$ cat config.mk
export PLATFORM = sky130hd
export DESIGN_NAME = trap_sequencer
export DESIGN_NICKNAME = d
export VERILOG_FILES = /design/src/rtl/trap_sequencer.sv
export SDC_FILE = /design/constraint.sdc
export NUM_CORES = 1
export LEC_CHECK = 0
export BUFFER_PORTS_ARGS = -buffer_cell sky130_fd_sc_hd__buf_4
export CAP_MARGIN = 20
export CORE_MARGIN = 4
export CORE_UTILIZATION = 45
export CTS_BUF_LIST = sky130_fd_sc_hd__clkbuf_4 sky130_fd_sc_hd__clkbuf_8 sky130_fd_sc_hd__clkbuf_16
export DETAILED_ROUTE_END_ITERATION = 10
export GPL_ROUTABILITY_DRIVEN = 0
export PLACE_DENSITY = 0.69
export SLEW_MARGIN = 30
export SYNTH_ARGS = -nofsm -noshare
export SYNTH_HDL_FRONTEND = slang
export SYNTH_SLANG_ARGS = --single-unit
$ cat constraint.sdc
create_clock -name clk -period 6.3 [get_ports clk]
set_clock_uncertainty 0.2 [all_clocks]
set_input_delay 0.63 -clock clk [delete_from_list [all_inputs] [get_ports clk]]
set_output_delay 0.63 -clock clk [all_outputs]
set_load 0.02 [all_outputs]
$ cat src/rtl/trap_sequencer.sv
// Machine-mode trap sequencer: serialises trap entry and mret CSR updates over one
// write port, holds the pipeline while active, then issues a single PC redirect.
module trap_sequencer #(
    parameter int         XLEN       = 64,
    parameter logic [1:0] RESET_PRIV = 2'b11
) (
    input  logic            clk,
    input  logic            rst,
    input  logic            except_i,
    input  logic [XLEN-1:0] epc_i,
    input  logic [XLEN-1:0] ecause_i,
    input  logic [XLEN-1:0] etval_i,
    input  logic            mret_i,
    input  logic [XLEN-1:0] mstatus_i,
    input  logic [XLEN-1:0] mtvec_i,
    input  logic [XLEN-1:0] mepc_i,
    output logic            csr_we_o,
    output logic [11:0]     csr_waddr_o,
    output logic [XLEN-1:0] csr_wdata_o,
    output logic            flush_o,
    output logic            stall_o,
    output logic            redirect_o,
    output logic [XLEN-1:0] redirect_pc_o,
    output logic [1:0]      priv_o,
    output logic            busy_o
);

    typedef enum logic [2:0] {
        IDLE,
        T_EPC,
        T_CAUSE,
        T_TVAL,
        T_STAT,
        R_STAT,
        REDIR
    } state_t;

    state_t          state;
    logic [XLEN-1:0] lat_pc;
    logic [XLEN-1:0] lat_cause;
    logic [XLEN-1:0] lat_tval;
    logic [XLEN-1:0] lat_mstatus;
    logic [XLEN-1:0] lat_mtvec;
    logic [1:0]      lat_priv;
    logic            lat_mret;

    logic [XLEN-1:0] vec_base;
    logic [XLEN-1:0] trap_target;
    logic [XLEN-1:0] trap_status;
    logic [XLEN-1:0] ret_status;

    // The cause MSB is the interrupt flag, so it drops out of the vector offset.
    logic unused_bits;
    assign unused_bits = ^{epc_i[1:0], mepc_i[1:0], lat_cause[XLEN-2]};

    always_comb begin
        vec_base    = {lat_mtvec[XLEN-1:2], 2'b00};
        trap_target = vec_base;
        if (lat_mtvec[1:0] == 2'b01 && lat_cause[XLEN-1])
            trap_target = vec_base + {lat_cause[XLEN-3:0], 2'b00};

        trap_status        = lat_mstatus;
        trap_status[7]     = lat_mstatus[3];
        trap_status[3]     = 1'b0;
        trap_status[12:11] = lat_priv;

        // The mret status write is issued straight from IDLE, so it uses the live mstatus.
        ret_status         = mstatus_i;
        ret_status[3]      = mstatus_i[7];
        ret_status[7]      = 1'b1;
        ret_status[12:11]  = 2'b00;
    end

    assign busy_o  = (state != IDLE);
    assign flush_o = busy_o;
    assign stall_o = busy_o;

    always_ff @(posedge clk) begin
        if (!rst) begin
            state         <= IDLE;
            priv_o        <= RESET_PRIV;
            csr_we_o      <= 1'b0;
            csr_waddr_o   <= '0;
            csr_wdata_o   <= '0;
            redirect_o    <= 1'b0;
            redirect_pc_o <= '0;
            lat_pc        <= '0;
            lat_cause     <= '0;
            lat_tval      <= '0;
            lat_mstatus   <= '0;
            lat_mtvec     <= '0;
            lat_priv      <= '0;
            lat_mret      <= 1'b0;
        end else begin
            csr_we_o      <= 1'b0;
            csr_waddr_o   <= '0;
            csr_wdata_o   <= '0;
            redirect_o    <= 1'b0;
            redirect_pc_o <= '0;
            case (state)
                IDLE: begin
                    if (except_i) begin
                        lat_pc      <= {epc_i[XLEN-1:2], 2'b00};
                        lat_cause   <= ecause_i;
                        lat_tval    <= etval_i;
                        lat_mstatus <= mstatus_i;
                        lat_mtvec   <= mtvec_i;
                        lat_priv    <= priv_o;
                        lat_mret    <= 1'b0;
                        csr_we_o    <= 1'b1;
                        csr_waddr_o <= 12'h341;
                        csr_wdata_o <= {epc_i[XLEN-1:2], 2'b00};
                        state       <= T_EPC;
                    end else if (mret_i) begin
                        lat_mstatus <= mstatus_i;
                        lat_pc      <= {mepc_i[XLEN-1:2], 2'b00};
                        lat_mret    <= 1'b1;
                        csr_we_o    <= 1'b1;
                        csr_waddr_o <= 12'h300;
                        csr_wdata_o <= ret_status;
                        state       <= R_STAT;
                    end
                end
                T_EPC: begin
                    csr_we_o    <= 1'b1;
                    csr_waddr_o <= 12'h342;
                    csr_wdata_o <= lat_cause;
                    state       <= T_CAUSE;
                end
                T_CAUSE: begin
                    csr_we_o    <= 1'b1;
                    csr_waddr_o <= 12'h343;
                    csr_wdata_o <= lat_tval;
                    state       <= T_TVAL;
                end
                T_TVAL: begin
                    csr_we_o    <= 1'b1;
                    csr_waddr_o <= 12'h300;
                    csr_wdata_o <= trap_status;
                    state       <= T_STAT;
                end
                T_STAT: begin
                    redirect_o    <= 1'b1;
                    redirect_pc_o <= trap_target;
                    state         <= REDIR;
                end
                R_STAT: begin
                    redirect_o    <= 1'b1;
                    redirect_pc_o <= lat_pc;
                    state         <= REDIR;
                end
                REDIR: begin
                    priv_o <= lat_mret ? lat_mstatus[12:11] : 2'b11;
                    state  <= IDLE;
                end
                default: state <= IDLE;
            endcase
        end
    end

endmodule

* Word level (Yosys, flattened, before mapping)
Cells that the tools add are included.
** Storage, ports and cells
- Register bits after elaboration :: 470
- Input bits :: 388
- Output and inout port bits :: 147
- Logic and storage cells :: 53
** Cells by class
- Add/subtract/negate cells :: 1
- Eq/ne operators :: 8
- Multiplexer cells :: 22
- Reductions and logical operators :: 8
** Operators by type and width (number)
- $mux W64 :: 7
- $pmux W64 S4 :: 1
- $pmux W64 S2 :: 1
- $add A64 B64 Y64 :: 1
- $pmux W10 S4 :: 1
- $mux W10 :: 2
- $pmux W3 S5 :: 1
- $eq A3 B3 Y1 const B :: 3
- $eq A3 B2 Y1 const B :: 2
- $mux W3 :: 2
- $mux W1 :: 5
- $reduce_and A2 Y1 :: 2
- $eq A3 B1 Y1 const B :: 1
- $logic_not A3 Y1 :: 1
- $ne A3 B3 Y1 const B :: 1
- $reduce_bool A3 Y1 :: 1
- $reduce_or A3 Y1 :: 1
- $eq A2 B1 Y1 const B :: 1
- $mux W2 :: 1
- $pmux W1 S2 :: 1
- $reduce_bool A2 Y1 :: 1
- $reduce_or A2 Y1 :: 1
- $logic_and A1 B1 Y1 :: 1

* Logic depth before layout (Yosys ltp)
- Depth in word-level cells :: 4
- Mapped depth :: 11
- Depth with buffers taken out :: 11

* Least setup slack after synthesis
OpenSTA, ideal clock, no wires.
- Kind :: reg-to-reg
- From :: register lat_cause[0]
- To :: register redirect_pc_o[36]
- Library setup time :: 0.128 ns
- Arrival time :: 2.756 ns
- Data required time :: 5.972 ns
- Setup slack :: 3.216 ns
- Cell stages (with the launch flop) :: 12
- Path buffers :: 0
- Clock period less this slack :: 3.084 ns
- Path through :: dfxtp_1 ha_1 fa_1 a211oi_1 o21ai_0 a21oi_1 o21ai_1 a31oi_1 o21bai_1 xor2_1 a222oi_1 nor2_1
** On the way
- Cells in the longest elaborated chain, start to end :: 3
** RTL lines
- start: declaration :: line 40 : logic [XLEN-1:0] lat_cause;
- start signal: assignment :: line 104 : lat_cause <= ecause_i;
- $add A64 B64 Y64 :: line 60 : trap_target = vec_base + {lat_cause[XLEN-3:0], 2'b00};
- $mux W64 :: line 59 : if (lat_mtvec[1:0] == 2'b01 && lat_cause[XLEN-1])
- $pmux W64 S2 :: line 100 : case (state)
- end signal: assignment :: line 144 : redirect_pc_o <= trap_target;
- end signal: assignment :: line 149 : redirect_pc_o <= lat_pc;
- end: declaration :: line 23 : output logic [XLEN-1:0] redirect_pc_o,
Every way passes these cells.
A chain may end at the register's enable or synchronous reset.

* Worst setup path after layout
- From :: register lat_cause[0]
- To :: register redirect_pc_o[56]
Same word-level chain as after synthesis.

==> results.cfg <==
[outcome]
status = finished, final reports clean

[logic_synthesis]
synth_edf_count = 0
yosysSeqAreaShare = 0.436
synth_cells = 2605
synth_ff_type = dfxtp_1
synthArstFlopShare = 0
ys_ff_latch = 457
ys_types = 73
yosys_warnings = 0
postSynthAreaPerCell_um2 = 8.06
syn_area_um2 = 21000

[timing]
fin_crit_sh = 0.665
max_freq_ghz = 0.239
period_minus_slack_ps = 4190
maxSlewHeadroom = 0.401
rsz0062_at_grt = false
drv_slew = 0
worst_pin_slew_ps = 899
setup_ws_ps = 2110
setup_viol = 0
tns_ps = 0
hold_viol = 0

[clock_network]
cts_hold_buf = 0
ctsResizeCount = 0
cts_buffer_depth = 3
cts_max_level = 2
clkLatencyLatePin_ps = 580
clkTransAtPathRegs_ps = 60
clkSinkCount = 457
cts_tree = done
cts_root_buffer = clkbuf_16
post_cts_buffers = 0
cts_buffers = 48

[grt]
grt_pass1_vias = 20600
grt_pass1_wl_mm = 116
grt_max_degree = 164
antenna_found_initial = 1
track_usage = 0.287
overflow = 0

[layout]
regArea_um2 = 9160
num-fill-cells = 4100
utilization = 0.586
multi_input_area_um2 = 11000
layout-drive-gt1-share = 0.239
final_common_cell = nand2_1
instances_no_fill = 3617
area_growth_pct = 27.8
final_cell_mix = nand2_1, buf_4, dfxtp_1, a21oi_1, nor2_1
nets = 3428

[flow_run]
cap_violations = 0

[critical_path]
slowest_stage = a31oi_1
slowest_delay_ps = 650
cp-start-kind = flop
crit_type = flop to flop
crit_chain = ha_1 > fa_1 > a211oi_1 > o21ai_0 > a21oi_1 > o21ai_1 > a31oi_1 > o31a_1 > o41ai_1 > xnor2_1 > o22ai_1
cp_num_buf_inv = 0
critPathArrivalTime_ps = 4410
crit_required_ps = 6530
crit_family = compound AO/OA/AOI/OAI gates
critPathCaptureType = flop
cp.depth = 11
cp_max_fo = 5
r2r_cells = 11

[power]
ir_drop_mv = 0.273
power_density_nw_per_um2 = 332
power.share.clock = 0.337
sw_frac_of_total = 0.330
power_frac_seq = 0.399
total_power_mw = 8.91
power.internal_mw = 5.97
switching_power_mw = 2.94
power_frac_comb = 0.264
leakage_nw = 10.9

[placement]
pre_cts_ws_ps = 2250
post-dp-hpwl_mm = 53.9
dp.cells = 3528
numPortBuffers = 521

[floorplan]
pin_count = 535
die_x_um = 224
num_rows = 78
initial_core_util = 0.459
die_h_um = 224
core_area_um2 = 45800
die-area_um2 = 50200

[route]
totalWireLength_mm = 77.2
num_vias = 21200
viasPerCell = 5.86
drtIter0Drc = 2035
drcViolationCount = 0
ant_nets = 0
drt-pass1-iter-count = 9
post_drt_wl_per_cell_um = 21.3

[worst_hold_path]
hold_path.class = input pin to flop
min_path_cells = 3
sequential cells by signal, summed over array words and instances (netlist names):
| name | count |
|---|---|
| lat_mret | 1 |
| lat_pc | 62 |
| lat_mtvec | 64 |
| csr_we_o | 1 |
| lat_cause | 64 |
| lat_mstatus | 63 |
| lat_tval | 64 |
| csr_wdata_o | 64 |
| priv_o | 2 |
| state | 3 |
| redirect_o | 1 |
| lat_priv | 2 |
| redirect_pc_o | 62 |
| csr_waddr_o | 4 |
per-stage QoR:
step	instance area, um^2	hold slack, ps
after floorplan	21000	233
after global placement	25000	238
after detailed placement	25100	245
after CTS	26800	69.7
after global routing	26800	90.3
final	26800	98.0
final timing paths:
check | start | endpoint | slack, ps
max | lat_cause[0]$_SDFFE_PN0P_ | redirect_pc_o[56]$_SDFF_PN0_ | 2110
min | mtvec_i[13] | lat_mtvec[13]$_SDFFE_PN0P_ | 100
max reg2reg | lat_cause[0]$_SDFFE_PN0P_ | redirect_pc_o[56]$_SDFF_PN0_ | 2110
min reg2reg | lat_mstatus[39]$_SDFFE_PN0P_ | lat_mstatus[39]$_SDFFE_PN0P_ | 250
area by class of cell:
type	instances	share of cell area
multi-input cells	1914	0.410
well taps	600	0.0280
clock buffers	67	0.0526
repair buffers	541	0.156
clock inverters	19	0.00961
inverters	16	0.00252
flip-flops and latches	457	0.341
diodes	3	0.000280
power groups by stage:
stage	Sequential, mW	Clock [mW]	Combinational [mW]
6_report	3.55	3.00	2.36
5_1_grt	3.59	3.14	2.56
2_1_floorplan	3.56	0	1.46
3_5_place_dp	3.61	0	2.33
4_1_cts	3.55	3.04	2.34
3_3_place_gp	3.59	0	2.25
cells in the mapped netlist (3+ instances only):
master,n,share of area
xnor2_1,34,0.014
nor2_1,128,0.023
clkbuf_1,199,0.036
nor2b_1,6,0.0018
nor3b_1,4,0.0014
a22oi_1,69,0.025
o21ai_0,67,0.016
nand4_1,28,0.0083
o221ai_1,3,0.0013
mux2_2,62,0.033
or2_2,3,0.00089
buf_2,7,0.0017
a21oi_1,438,0.10
buf_1,8,0.0014
nand3_1,15,0.0036
a22o_1,3,0.0013
o22ai_1,24,0.0072
dfxtp_1,457,0.44
or4_1,3,0.0011
a222oi_1,108,0.052
a21boi_0,5,0.0018
or3_1,6,0.0018
mux2i_1,4,0.0019
xor2_1,18,0.0075
a211oi_1,5,0.0018
o21bai_1,12,0.0043
o21a_1,6,0.0021
o31ai_1,5,0.0018
and3_1,3,0.00089
a21o_1,24,0.0086
nand2_1,667,0.12
ha_1,61,0.036
a31oi_1,15,0.0045
and2_1,9,0.0027
o21ai_1,3,0.00072
buf_4,12,0.0043
nand2b_1,8,0.0024
nor3_1,15,0.0036
inv_1,15,0.0027
o211ai_1,4,0.0014
o41ai_1,3,0.0013
routing by layer:
| layer | wire (um) | global-route usage | share of wire |
|---|---|---|---|
| met4 | 2290 | 0.0855 | 0.030 |
| met3 | 6300 | 0.0541 | 0.082 |
| met5 | 0 | 0 | 0 |
| met2 | 37400 | 0.497 | 0.48 |
| met1 | 31200 | 0.366 | 0.40 |
cells by family after synthesis:
family / share of synthesized area
compound gates: 0.248
xor+xnor: 0.0217
fa+ha+maj: 0.0373
buf+inv: 0.0458
flops: 0.436
mux: 0.0368
other cells: 0.000179
simple gates: 0.174
worst min-delay path, stage by stage:
cell and delay [ps]:
buf_4 110, nand2_1 50, a21oi_1 50
Power figures use the tool's default switching activity.
